## src/rtl/ntt_pkg.sv

```systemverilog
// Shared constants and coefficient type for the Dilithium NTT datapath (Q = 8380417).
// Imported by the butterfly, the modular multiplier and the halving unit.
package ntt_pkg;

    localparam int unsigned WIDTH    = 23;
    localparam int unsigned MULT_LAT = 5;
    localparam int unsigned LAT      = MULT_LAT + 2;

    typedef logic [WIDTH-1:0] coeff_t;

    localparam coeff_t Q      = 23'd8380417;
    localparam coeff_t HALF_Q = (Q + 23'd1) >> 1;

endpackage

```

## src/rtl/mod_half.sv

```systemverilog
// Combinational x/2 mod Q for x < Q: odd values borrow (Q+1)/2 so the result stays < Q.
module mod_half
    import ntt_pkg::*;
(
    input  coeff_t x,
    output coeff_t y
);

    assign y = (x >> 1) + (x[0] ? HALF_Q : '0);

endmodule

```

## src/rtl/mod_mult.sv

```systemverilog
// Five-stage pipelined (a*b) mod Q, reducing with 2^23 = 2^13 - 1 (mod Q).
// Inputs are captured on the first edge; the result appears after the fifth.
module mod_mult
    import ntt_pkg::*;
(
    input  logic   clk,
    input  coeff_t a,
    input  coeff_t b,
    output coeff_t p
);

    logic [45:0] prod_q;
    logic [36:0] r1_q;
    logic [27:0] r2_q;
    logic [23:0] r3_q;
    coeff_t      p_q;

    // Each fold maps hi*2^23 + lo to hi*8191 + lo; three folds bring the value below 2Q.
    always_ff @(posedge clk) begin
        prod_q <= 46'(a) * 46'(b);
        r1_q   <= 37'(prod_q[45:23]) * 37'd8191 + 37'(prod_q[22:0]);
        r2_q   <= 28'(r1_q[36:23]) * 28'd8191 + 28'(r1_q[22:0]);
        r3_q   <= 24'(r2_q[27:23]) * 24'd8191 + 24'(r2_q[22:0]);
        p_q    <= (r3_q >= {1'b0, Q}) ? WIDTH'(r3_q - {1'b0, Q}) : r3_q[WIDTH-1:0];
    end

    assign p = p_q;

endmodule

```

## src/rtl/intt_gs_butterfly.sv

```systemverilog
// Pipelined Gentleman-Sande inverse-NTT butterfly: u = (a+b) mod Q, v = ((a-b)*w) mod Q,
// with optional per-layer halving; 7-cycle latency, one beat per clock, tag passed through.
module intt_gs_butterfly
    import ntt_pkg::*;
#(
    parameter int unsigned TAG_W = 8
)
(
    input  logic             clk,
    input  logic             rst,
    input  logic             in_valid,
    input  coeff_t           in_a,
    input  coeff_t           in_b,
    input  coeff_t           in_w,
    input  logic             in_half,
    input  logic [TAG_W-1:0] in_tag,
    output logic             out_valid,
    output coeff_t           out_u,
    output coeff_t           out_v,
    output logic [TAG_W-1:0] out_tag,
    output logic             busy
);

    logic [WIDTH:0]   sum_raw_q;
    logic [WIDTH:0]   diff_raw_q;
    coeff_t           w_q;
    logic             half_q;
    logic [TAG_W-1:0] tag_q;

    coeff_t           sum_c;
    coeff_t           diff_c;
    coeff_t           prod;

    coeff_t           sum_dly  [MULT_LAT];
    logic             half_dly [MULT_LAT];
    logic [TAG_W-1:0] tag_dly  [MULT_LAT];

    coeff_t           u_half;
    coeff_t           v_half;

    logic [LAT-1:0]   vld_q;

    always_ff @(posedge clk) begin
        sum_raw_q  <= {1'b0, in_a} + {1'b0, in_b};
        diff_raw_q <= {1'b0, in_a} - {1'b0, in_b};
        w_q        <= in_w;
        half_q     <= in_half;
        tag_q      <= in_tag;
    end

    // The S0 register holds raw sum/difference; correction sits on its output path.
    always_comb begin
        sum_c  = (sum_raw_q >= {1'b0, Q}) ? WIDTH'(sum_raw_q - {1'b0, Q})
                                           : sum_raw_q[WIDTH-1:0];
        diff_c = diff_raw_q[WIDTH] ? WIDTH'(diff_raw_q + {1'b0, Q})
                                   : diff_raw_q[WIDTH-1:0];
    end

    mod_mult u_mult (
        .clk (clk),
        .a   (diff_c),
        .b   (w_q),
        .p   (prod)
    );

    always_ff @(posedge clk) begin
        sum_dly[0]  <= sum_c;
        half_dly[0] <= half_q;
        tag_dly[0]  <= tag_q;
        for (int unsigned i = 1; i < MULT_LAT; i++) begin
            sum_dly[i]  <= sum_dly[i-1];
            half_dly[i] <= half_dly[i-1];
            tag_dly[i]  <= tag_dly[i-1];
        end
    end

    mod_half u_half_u (
        .x (sum_dly[MULT_LAT-1]),
        .y (u_half)
    );

    mod_half u_half_v (
        .x (prod),
        .y (v_half)
    );

    always_ff @(posedge clk or posedge rst) begin
        if (rst) begin
            vld_q <= '0;
        end else begin
            vld_q <= {vld_q[LAT-2:0], in_valid};
        end
    end

    // Output data only updates for real beats, so it holds steady across bubbles.
    always_ff @(posedge clk or posedge rst) begin
        if (rst) begin
            out_u   <= '0;
            out_v   <= '0;
            out_tag <= '0;
        end else if (vld_q[LAT-2]) begin
            out_u   <= half_dly[MULT_LAT-1] ? u_half : sum_dly[MULT_LAT-1];
            out_v   <= half_dly[MULT_LAT-1] ? v_half : prod;
            out_tag <= tag_dly[MULT_LAT-1];
        end
    end

    assign out_valid = vld_q[LAT-1];
    assign busy      = |vld_q;

endmodule

```

## config.mk

```make
export PLATFORM = sky130hd
export DESIGN_NAME = intt_gs_butterfly
export DESIGN_NICKNAME = d
export VERILOG_FILES = /design/src/rtl/ntt_pkg.sv /design/src/rtl/mod_half.sv /design/src/rtl/mod_mult.sv /design/src/rtl/intt_gs_butterfly.sv
export SDC_FILE = /design/constraint.sdc
export NUM_CORES = 2
export LEC_CHECK = 0
export BUFFER_PORTS_ARGS = -buffer_cell sky130_fd_sc_hd__buf_4
export CORE_ASPECT_RATIO = 0.8
export CORE_MARGIN = 2
export CORE_UTILIZATION = 45
export DETAILED_ROUTE_END_ITERATION = 10
export SLEW_MARGIN = 25
export SYNTH_ARGS = -nofsm -noshare
export SYNTH_HDL_FRONTEND = slang
export SYNTH_HIERARCHICAL = 1
export SYNTH_SLANG_ARGS = --single-unit
```

## constraint.sdc

```tcl
create_clock -name clk -period 9.38 [get_ports clk]
set_input_delay 1.876 -clock clk [delete_from_list [all_inputs] [get_ports clk]]
set_output_delay 1.876 -clock clk [all_outputs]
set_load 0.02 [all_outputs]
```

---- Word-level counts from Yosys, hierarchy flattened ----
Memory sizes are Yosys's and may differ from the RTL's. A register that Yosys moved wholly into a read port is not among the register bits.
Cells that the tools add are included.
Widths: inputs -> output; s select.
word-level totals
  bits in registers ....................... 291
  RAM bits ................................ 160
  memories ................................ 3
cells by class
  add/subtract/negate cells ............... 10
  multiply operators ...................... 4
  $lt $le $gt $ge ......................... 2
  muxes and demuxes ....................... 7
  reduce and logical (&&, ||, !) cells .... 1
memory list
  name      words  width  rd ports  clocked after memory_dff  write ports  RTL line                 text
  sum_dly   5      23     5         0                         5            intt_gs_butterfly.sv:34  coeff_t sum_dly [MULT_LAT];
  tag_dly   5      8      5         1                         5            intt_gs_butterfly.sv:36  logic [TAG_W-1:0] tag_dly [MULT_LAT];
  half_dly  5      1      5         0                         5            intt_gs_butterfly.sv:35  logic half_dly [MULT_LAT];
operators by type and width
  kind                    count
  $mux 23                 5
  $ge 24x23->1 const B    2
  $add 22x22->23          2
  $mul 23x23->46          1
  $sub 23x23->23 const B  2
  $mux 22                 2
  $add 36x23->37          1
  $mul 23x13->36 const B  1
  $add 27x23->28          1
  $mul 14x13->27 const B  1
  $add 18x23->24          1
  $add 23x23->24          1
  $sub 23x23->24          1
  $add 23x23->23 const B  1
  $mul 5x13->18 const B   1
  $reduce_or 7->1         1

---- Logic depth before layout (Yosys ltp) ----
An unclocked memory read counts as a cell.
  depth in word-level cells ............... 4
  gate-level depth with buffers ........... 31

---- Cells and area by module ----
The synthesis kept the hierarchy.
by module, submodules not included
  module             times used  cells an instance  area each (um2)
  mod_mult           1           3,603              34,663.2
  intt_gs_butterfly  1           1,004              10,979.3
  mod_half           2           100                760.7

---- Worst setup path before layout ----
No wires, ideal clock.
  kind .................................... reg-to-reg
  from .................................... register diff_raw_q[15]
  to ...................................... register u_mult.prod_q[37]
  library setup time ...................... 0.128 ns
  data arrival time ....................... 7.656 ns
  required time ........................... 9.252 ns
  slack ................................... 1.596 ns
  stages on the path, launching flop included .. 30
  path through ............................ dfxtp_1 or2_1 or4_1 or3_1 nor3_1 xor2_1 clkbuf_1 nand2_1 fa_1 inv_1 fa_1 inv_1 fa_1 fa_1 inv_1 fa_1 fa_1 inv_1 fa_1 inv_1 ha_1 clkbuf_1 a21o_1 a21o_1 a21o_1 a22o_1 a31o_1 a211o_1 a21oi_2 xnor2_1
on the way
  cells in the longest elaborated chain, start to end .. 3
RTL lines
  element                 RTL line                 text
  from (decl)             intt_gs_butterfly.sv:25  logic [WIDTH:0] diff_raw_q;
  from (signal assigned)  intt_gs_butterfly.sv:45  diff_raw_q <= {1'b0, in_a} - {1'b0, in_b};
  $add 23x23->23          intt_gs_butterfly.sv:55  diff_c = diff_raw_q[WIDTH] ? WIDTH'(diff_raw_q + {1'b0, Q})
  $mux 23                 intt_gs_butterfly.sv:55
  named net diff_c[21]    intt_gs_butterfly.sv:31  coeff_t diff_c;
  $mul 23x23->46          mod_mult.sv:20           prod_q <= 46'(a) * 46'(b);
  to (signal assigned)    mod_mult.sv:20
  to (decl)               mod_mult.sv:12           logic [45:0] prod_q;
The timed path passes the listed nets, and every way through them passes these cells.
A chain may end at the register's enable or synchronous reset.

---- Worst setup path after layout ----
  from .................................... register diff_raw_q[14]
  to ...................................... register u_mult.prod_q[43]
Same word-level chain as after synthesis.

==> results_dict.tcl <==
set metrics [dict create \
    yosys_warnings 6 \
    fp.dieArea_um2 107000 \
    worst_r2r_path_depth 27 \
    core_um2 104000 \
    cts_resized 0 \
    clkLatencyLatePin_ns 0.63 \
    worstHoldStart "sum_dly[0][7]$_DFF_P_" \
    synth_area_leader_cell "fa_1" \
    grt_pass1_vias 33800 \
    synthCells 4807 \
    multi_input_area_um2 33800 \
    cts_tree "built" \
    hp-class "reg2reg" \
    drt_pre_antenna_iters 7 \
    wl_per_cell_um 17.1 \
    clock-sinks 458 \
    cts_root_buffer "clkbuf_16" \
    grt_pass1_wl_um 182000 \
    period_needed_ns 8.70 \
    status "finished, final reports clean" \
    die_w_um 366 \
    drv_slew 0 \
    cts_hold_buf 0 \
    r2r-start "diff_raw_q[14]$_DFF_P_" \
    cts_max_path_buffers 3 \
    place_ws_ns 0.689 \
    grt_max_degree 103 \
    arrival_ns 9.21 \
    hold_viol 0 \
    cap_violations 0 \
    finalSetupViolations 0 \
    vias 32100 \
    synth_nets 6113 \
    place_congestion 0.912 \
    synth_ff_type "dfxtp_1" \
    die_h_um 294 \
    drt-total-wl_um 108000 \
    setup_ws_ns 0.684 \
    final_common_cell "inv_1" \
    final.setup.tns_ns 0 \
    critPathCaptureType "flip-flop" \
    layout_common_cells "inv_1 (913), fa_1 (780), ha_1 (445)" \
    synth_area_leaders "fa_1 (33%), dfxtp_1 (17%), ha_1 (12%), inv_1 (7.3%), nand2_1 (3.4%)" \
    synth-seq-area-share 0.201 \
    synthArstFlopShare 0.133 \
    hpwl_um 88800 \
    ys_types 89 \
    worstMarginPinSlew_ns 1.10 \
    finClkSkew_ns 0.0621 \
    dr.first_iter.drc_count 2058 \
    synth_edf_count 0 \
    viasPerCell 5.09 \
    final-seq-area_um2 9480 \
    io_buffers 136 \
    path_max_fanout 13 \
    postCtsSetupBuffers 0 \
    route.detailed.drc 0 \
    fmax_mhz 115 \
    drive_gt1_frac 0.0695 \
    syn_area_per_cell_um2 9.81 \
    start_util 0.452 \
    holdPathStages 0 \
    fillers 9823 \
    rsz0062_at_grt "no" \
    cts_buffers 47 \
    htreeDepth 2 \
    start_kind "flip-flop" \
    ant_nets 0 \
    area_growth_pct 9.17 \
    fin_nets 6178 \
    synth_top_area_share 0.331 \
    rows 106 \
    relSlewSlack 0.258 \
    grt_usage 0.208 \
    grt_overflow 0 \
    synth_area_um2 47200 \
    io_pins 137 \
    crit_required_ns 9.90 \
    final.period_utilization 0.927 \
    path_class "reg2reg" \
    crit_path_start "diff_raw_q[14]$_DFF_P_" \
    antenna_found_initial 5 \
    cts.clk_slew.worst_paths_ns 0.06 \
    ys_ff_latch 458 \
]
## synth_stat cells (9+ instances only)
cell      instances
o31ai_1          12
nor2_1          169
or3_1            14
o21bai_1         27
nor2b_1          23
fa_1            780
a21o_1           78
o21ai_1          14
a211oi_1         23
nand2b_1         26
nand2_1         425
ha_1            445
or4_1            11
o211ai_1         15
nor4_1           14
o21ai_0          70
nand3_1          71
nand4_1          33
nor3_1           45
xor2_1           80
mux2i_1          47
clkbuf_1        129
dfrtp_1          61
a31oi_1          17
buf_2            12
dfxtp_1         397
a21oi_1         210
and3_1           32
buf_1            11
xnor2_1         169
and4_1            9
inv_1           914
mux2_2           10
and2_1          236
o21a_1           20
## worst max-delay path, cell delays in order, from the launching register on
cell and delay, ns:
dfxtp_1 0.38, or2_1 0.25, or4_1 0.52, or3_1 0.39, nor4_2 0.33, xor2_2 0.72, nand2_1 0.19, fa_1 0.58
inv_1 0.04, ha_1 0.27, inv_1 0.05, fa_1 0.49, fa_1 0.51, inv_1 0.05, fa_1 0.49, fa_1 0.49
inv_1 0.06, fa_1 0.47, inv_1 0.04, ha_1 0.40, nand2_1 0.10, nor2_1 0.37, nand2_1 0.10, o32a_1 0.44
a21oi_1 0.29, a311o_1 0.30, a31oi_1 0.12, xnor2_1 0.13
## registers in the layout (all words and copies together), names as in the netlist, 8 cells and up
signal         count
out_tag            8
u_mult/p          23
u_mult/r3_q       24
u_mult/r2_q       28
tag_q              8
sum_raw_q         23
w_q               23
u_mult/prod_q     46
u_mult/r1_q       37
out_u             23
tag_dly           40
sum_dly          115
diff_raw_q        24
out_v             23
## stage by stage
stage	std cells	hold WS [ns]	utilization	instance area, um^2
floorplan	4807	0.310	-	47200
global placement	6227	0.310	0.477	49800
detailed placement	6227	0.312	0.478	49800
CTS	6313	0.289	0.494	51500
global route	6313	0.302	0.494	51500
finish	6315	0.303	0.494	51500
## worst paths after layout
check | slack [ns] | end
worst max register to register | 0.68 | u_mult/prod_q[43]$_DFF_P_
worst min-delay path | 0.30 | sum_dly[1][7]$_DFF_P_
worst max-delay path | 0.68 | u_mult/prod_q[43]$_DFF_P_
min in group asynchronous | 1.47 | out_u[5]$_DFFE_PP0P_
max in group asynchronous | 7.30 | vld_q[5]$_DFF_PP0_
worst min register to register | 0.30 | sum_dly[1][7]$_DFF_P_
## metal layers
| layer | share of wire | vias to the layer above | track usage |
|---|---|---|---|
| met3 | 0.048 | 114 | 0.0248 |
| met2 | 0.44 | 722 | 0.324 |
| met4 | 0.018 | 0 | 0.0410 |
| met1 | 0.49 | 16000 | 0.313 |
| li1 | - | 15200 | - |
| met5 | 0 | - | 0 |
## cell families after synthesis
group	share of synthesized area
adders and majority gates	0.449
and+or+nand+nor	0.122
buffers and inverters	0.0867
AOI/OAI and AO/OA	0.0828
DFF	0.201
xor gates and xnor gates	0.0462
muxes	0.0124
## final cells by class
cell class,instances,area share
well taps,1404,0.0341
clock inverters,25,0.00659
diodes,2,0.0000972
clock buffers,61,0.0265
multi-input cells,3273,0.656
flip-flops and latches,458,0.184
inverters,918,0.0669
repair buffers,174,0.0254
Power is not shown: default switching activity piles up to over one toggle a cycle in this logic, so the estimate is an artifact.
